File: config.mk
export PLATFORM = sky130hd
export DESIGN_NAME = prog_loader
export DESIGN_NICKNAME = d
export VERILOG_FILES = /design/src/rtl/prog_loader.sv
export SDC_FILE = /design/constraint.sdc
export NUM_CORES = 1
export LEC_CHECK = 0
export ABC_AREA = 1
export BUFFER_PORTS_ARGS = -buffer_cell sky130_fd_sc_hd__clkbuf_2
export CAP_MARGIN = 20
export CORE_MARGIN = 2
export CORE_UTILIZATION = 35
export CTS_BUF_LIST = sky130_fd_sc_hd__clkbuf_16
export CTS_CLUSTER_SIZE = 16
export DETAILED_ROUTE_END_ITERATION = 8
export PLACE_DENSITY_LB_ADDON = 0.05
export SYNTH_ARGS = -nofsm -noshare
export SYNTH_HDL_FRONTEND = slang
export SYNTH_SLANG_ARGS = --single-unit
File: constraint.sdc
create_clock -name clk -period 3.6 [get_ports clk]
set_clock_uncertainty 0.2 [all_clocks]
set_input_delay 0.36 -clock clk [delete_from_list [all_inputs] [get_ports clk]]
set_output_delay 0.36 -clock clk [all_outputs]
set_load 0.005 [all_outputs]
File: src/rtl/prog_loader.sv
// prog_loader: boot-time program loader for the 3-bit-PC CPU.
// Streams DEPTH words over a valid/ready handshake into the instruction/data
// memory at addresses 0..DEPTH-1, holding the CPU in reset until the last
// write has landed, then releases it so the first fetch sees a full memory.
// Optional feature: define LOADER_CHECKSUM_EN to require one extra checksum
// word (sum of the DEPTH words mod 2**WORD_W) before the CPU is released.
// DEPTH must equal 2**ADDR_W.
module prog_loader #(
    parameter int WORD_W = 9,
    parameter int ADDR_W = 3,
    parameter int DEPTH  = 8
) (
    input  logic              clk,
    input  logic              reset,
    input  logic              start,
    input  logic              in_valid,
    input  logic [WORD_W-1:0] in_data,
    output logic              in_ready,
    output logic              mem_we,
    output logic [ADDR_W-1:0] mem_addr,
    output logic [WORD_W-1:0] mem_wdata,
    output logic              cpu_reset,
    output logic              done,
    output logic [ADDR_W:0]   word_count,
    output logic              err
);

    localparam logic [ADDR_W:0] CNT_ONE  = (ADDR_W + 1)'(1);
    localparam logic [ADDR_W:0] CNT_LAST = (ADDR_W + 1)'(DEPTH - 1);
    localparam logic [ADDR_W:0] CNT_FULL = (ADDR_W + 1)'(DEPTH);

    typedef enum logic [2:0] {
        IDLE,
        LOAD,
        RELEASE,
`ifdef LOADER_CHECKSUM_EN
        RUN,
        CHECK,
        ERROR
`else
        RUN
`endif
    } state_t;

    state_t state;

    logic transfer;
    assign transfer = in_valid && in_ready;

`ifdef LOADER_CHECKSUM_EN
    logic [WORD_W-1:0] sum;
    logic              err_q;
    assign err = err_q;
`else
    assign err = 1'b0;
`endif

    // Loader FSM; every output is a register updated here.
    // NOTE: all state uses non-blocking assignments so every register samples
    // the pre-edge values of the others, exactly like the flops they become.
    // NOTE: the program memory lives downstream and is deliberately not
    // cleared on reset; a reset mid-load leaves it partially written.
    always_ff @(posedge clk or negedge reset) begin
        if (!reset) begin
            state      <= IDLE;
            in_ready   <= 1'b0;
            mem_we     <= 1'b0;
            mem_addr   <= '0;
            mem_wdata  <= '0;
            cpu_reset  <= 1'b1;
            done       <= 1'b0;
            word_count <= '0;
`ifdef LOADER_CHECKSUM_EN
            sum        <= '0;
            err_q      <= 1'b0;
`endif
        end else begin
            // The write strobe is a single-cycle pulse unless a transfer renews it.
            mem_we <= 1'b0;

            case (state)
                IDLE: begin
                    if (start) begin
                        state      <= LOAD;
                        word_count <= '0;
                        in_ready   <= 1'b1;
`ifdef LOADER_CHECKSUM_EN
                        sum        <= '0;
`endif
                    end
                end

                LOAD: begin
                    if (transfer) begin
                        mem_we    <= 1'b1;
                        mem_addr  <= word_count[ADDR_W-1:0];
                        mem_wdata <= in_data;
                        if (word_count != CNT_FULL) begin
                            word_count <= word_count + CNT_ONE;
                        end
`ifdef LOADER_CHECKSUM_EN
                        sum <= sum + in_data;
`endif
                        if (word_count == CNT_LAST) begin
`ifdef LOADER_CHECKSUM_EN
                            // Keep in_ready high for the checksum word.
                            state <= CHECK;
`else
                            in_ready <= 1'b0;
                            state    <= RELEASE;
`endif
                        end
                    end
                end

                // The last write lands during this cycle; the CPU stays in reset.
                RELEASE: begin
                    state     <= RUN;
                    cpu_reset <= 1'b0;
                    done      <= 1'b1;
                end

                RUN: begin
                    if (start) begin
                        state      <= LOAD;
                        cpu_reset  <= 1'b1;
                        done       <= 1'b0;
                        word_count <= '0;
                        in_ready   <= 1'b1;
`ifdef LOADER_CHECKSUM_EN
                        sum        <= '0;
`endif
                    end
                end

`ifdef LOADER_CHECKSUM_EN
                // One checksum word, compared against the running sum, never written.
                CHECK: begin
                    if (transfer) begin
                        in_ready <= 1'b0;
                        if (in_data == sum) begin
                            state <= RELEASE;
                        end else begin
                            state <= ERROR;
                            err_q <= 1'b1;
                        end
                    end
                end

                // Bad image: CPU held in reset until software asks for a reload.
                ERROR: begin
                    if (start) begin
                        state      <= LOAD;
                        err_q      <= 1'b0;
                        word_count <= '0;
                        in_ready   <= 1'b1;
                        sum        <= '0;
                    end
                end
`endif

                default: begin
                    state    <= IDLE;
                    in_ready <= 1'b0;
                end
            endcase
        end
    end

endmodule
Word level (Yosys, flattened, before mapping)
Index checks and enable logic that the tools add are counted.

Flip-flop bits (word level): 23. Bits of input ports: 13. Output and inout bits: 21. Word-level logic and storage cells: 47.

Add/subtract/negate cells: 1. Eq/ne operators: 10. Muxes and demuxes: 17. Bitwise operators: 1. Reductions and logical operators: 10.

Operator list (count): 4-bit two-way mux (3); 3-bit two-way mux (3); 3-bit case mux with 3 select lines (1); 2-bit inequality test (second input constant) (4); 4-bit case mux with 2 select lines (1); 4-bit AND reduction (2); 3-bit by 2-bit equality test with 1-bit output (second input constant) (2); 1-bit two-way mux (6); 4-bit by 1-bit adder with 4-bit output (second input constant) (1); 4-bit by 3-bit equality test with 1-bit output (second input constant) (1); 4-bit inequality test (second input constant) (1); 1-bit case mux with 2 select lines (2); 2-bit AND reduction (2); 2-bit nonzero test (2); 3-bit by 1-bit equality test with 1-bit output (second input constant) (1); 3-bit logical NOT (1); 1-bit case mux with 3 select lines (1); 3-bit AND reduction (1); 2-bit by 1-bit inequality test with 1-bit output (second input constant) (1); 2-bit OR reduction (1); 1-bit logical AND (1); 1-bit NOT (1).

Logic depth before layout (Yosys ltp)
Word-level depth: 4. Depth in mapped cells: 9. Gate-level depth less buffers: 9.

Worst setup path before layout
Ideal clock, no wire load.

Path type: register -> register. Start point: register state[0]. End point: register word_count[0]. Setup time: 0.116 ns. Arrival: 1.246 ns. Data required time: 3.284 ns. Slack: 2.037 ns. Stages on the path, launching flop included: 10. Buffers on the path: 1. Clock period less this slack: 1.563 ns. Cell sequence: dfrtp_1 inv_1 ha_1 buf_4 nand2_1 nand2_1 inv_2 nand2_2 nand2_1 nand2_1.

Word-level cells in the longest chain between the ends: 4. Elaborated cells between the ends (all ways): 10. Those cells by class: eq/ne: 5; mux: 1; reduce/logical: 4.

RTL lines: from (decl) (RTL line 45) `state_t state;`; from (signal assigned) (RTL line 65) `state <= IDLE;`; from (signal assigned) (RTL line 84) `state <= LOAD;`; from (signal assigned) (RTL line 110) `state <= RELEASE;`; 3-bit by 2-bit equality test with 1-bit output / 3-bit logical NOT (equally long branches) (RTL line 81) `case (state)`; 2-bit OR reduction (no line); 2-bit by 1-bit inequality test with 1-bit output (no line) / 2-bit nonzero test (equally long branches); 4-bit AND reduction (no line); to (signal assigned) (RTL line 99) `word_count <= word_count + CNT_ONE;`; to (decl) (RTL line 24) `output logic [ADDR_W:0] word_count,`.

Parallel ways exist; a longest one is shown, timed or not. A chain may end at the register's enable or synchronous reset.

Worst setup path in the final report
Start point: register state[1]. End point: register mem_wdata[4].

Word-level cells in the longest chain between the ends: 2.

RTL lines: 3-bit by 1-bit equality test with 1-bit output (RTL line 81); 2-bit AND reduction (no line); to (signal assigned) (RTL line 97) `mem_wdata <= in_data;`; to (decl) (RTL line 21) `output logic [WORD_W-1:0] mem_wdata,`.

No other way between the ends.

==> metrics.yaml <==
wl_per_cell_um: 10.4
overflow: 0
hold_viol_final: 0
final_core_util_pct: 44.7
insertion_delay_ns: 0.25
cts_sinks: 22
criticalPathCategory: "flip-flop to flip-flop"
p_per_area_nw_per_um2: 866
grt_pass1_vias: 788
fmax_mhz: 577
maxCapViolCount: 0
ys_warn_count: 0
tns_ns: 0
syn_inst: 131
io_buffer_count: 32
nNetsFinal: 184
dp.cells: 192
ys_ff_latch: 22
end_kind: "flip-flop"
gp_congestion: 0.814
syn_area_per_cell_um2: 8.20
die-area_um2: 3530
hpwl_um: 1530
drive_above_1_share_pct: 27.4
clockBufferDepth: 2
status: "completed"
final_cells: 197
io_pins: 34
first_iter_violations: 22
layout_common_cells: "nand2_1, clkbuf_2, dfrtp_1, inv_1, nor2_1"
power.total_mw: 1.15
grt_pass1_wl_um: 3410
tightest_slew_ns: 0.552
core.rowCount: 20
post-route-period-util_pct: 48.1
reg2reg_from: "state[1]"
dieHeight_um: 59.4
crit_path_start: "state[1]"
drt-pass1-iter-count: 4
ys_types: 20
h-tree-depth: 1
drc: 0
finalSetupViolCount: 0
synth_area_um2: 1070
worstPathMaxFanout: 16
clkTransAtPathRegs_ns: 0.05
antenna_left: 0
die_w_um: 59.4
syn_to_final_growth_pct: 23.9
rsz0062_at_grt: "no"
post_cts_buffers: 0
relSlewSlack_pct: 63.2
cts_resized: 0
coreArea_um2: 2980
slew_violations: 0
initial_core_util_pct: 36.1
ys_seq_area_share_pct: 51.3
grt_max_degree: 23
startpoint_type: "flip-flop"
arrival_ns: 1.72
crit_required_ns: 3.59
clock-root-buffer: "clkbuf_16"
leakage_nw: 0.768
antenna_found_initial: 0
finalCriticalPeriod_ns: 1.73
n_antenna_cell: 0
cts_buffers: 3
hp-class: "input pin to flip-flop"
vias_per_cell: 4.46
synth_nets: 150
gr-usage-all-layers_pct: 12.8
layout_commonest_cell: "nand2_1"
vdd_ir_drop_max_mv: 0.363
wirelength_um: 2050
vias: 879
hp-start: "in_data[7]"
tritoncts: "built"
## cells in the mapped netlist, drive strengths merged
cell type | count | area, µm²
buf | 4 | 33.8
conb | 1 | 3.75
dfrtp | 21 | 526
dfstp | 1 | 26.3
ha | 6 | 75.1
inv | 13 | 48.8
nand2 | 61 | 234
nand3 | 4 | 25.0
nand4 | 2 | 12.5
nor2 | 10 | 40.0
o21a | 1 | 7.51
o21ai | 6 | 33.8
xnor2 | 1 | 8.76
## worst max-delay path, stage by stage (launching register included)
cell     delay [ns]
dfrtp_1        0.41
inv_1          0.09
ha_1           0.25
nand3_2        0.32
inv_2          0.26
nand2_1        0.07
nand2_1        0.06
## worst paths after layout
check                                     to  slack (ns)  cells past startpoint
worst max-delay path            mem_wdata[4]        1.87                      6
worst min-delay path            mem_wdata[7]        0.10                      3
worst max register to register  mem_wdata[4]        1.87                      6
worst min register to register     cpu_reset        0.27                      2
max in group asynchronous          cpu_reset        2.40                      2
min in group asynchronous       mem_wdata[3]        0.43                      2
## where the power goes
part	leakage, nW	total (mW)	internal, mW	switching (mW)
combinational	0.446	0.486	0.201	0.285
clock	0.0423	0.232	0.148	0.0841
sequential	0.280	0.435	0.356	0.0787
## what timing repair did
action | in CTS | in global routing
hold endpoints to repair | 21 | 0
setup endpoints to repair | 0 | 0
hold buffers | 1 | 0
## sequential cells by signal, indices dropped and copies added, names as in the netlist
signal,flops
done,1
mem_wdata,9
mem_we,1
in_ready,1
state,2
word_count,4
mem_addr,3
cpu_reset,1
## cells by family (layout without fill, tap and decap cells)
family,Yosys count,in the layout,share of synthesized area [%]
XOR/XNOR,1,1,0.815
flip-flops,22,22,51.3
AND/OR/NAND/NOR,77,77,29.0
buffers and inverters,17,50,7.68
adder cells (fa/ha/maj),6,6,6.98
AO/OA/AOI/OAI,7,7,3.84
other,1,1,0.349
## layout make-up
cell class / count / area [µm²]
Inverter: 13 / 48.8
Sequential cell: 22 / 552
Timing Repair Buffer: 33 / 170
Multi-Input combinational cell: 92 / 440
Tap cell: 33 / 41.3
Clock buffer: 3 / 75.1
Fill cell: 305 / 1650
Clock inverter: 1 / 3.75
## routing by layer
metal  vias to the layer above  wire, µm  track usage, %
li1                        465         -               -
met1                       389       977            16.0
met2                        21       957            21.0
met3                         4        95            2.62
met4                         0        23            5.84
met5                         -         0               0
## stage by stage
stage | instance area (µm²) | hold slack, ns | setup WS (ns)
floorplan | 1070 | -0.136 | 2.04
global placement | 1240 | 0.172 | 1.83
detailed placement | 1240 | 0.178 | 1.82
CTS | 1330 | 0.102 | 1.80
global route | 1330 | 0.111 | 1.64
finish | 1330 | 0.103 | 1.87
Power figures use the tool's default switching activity.
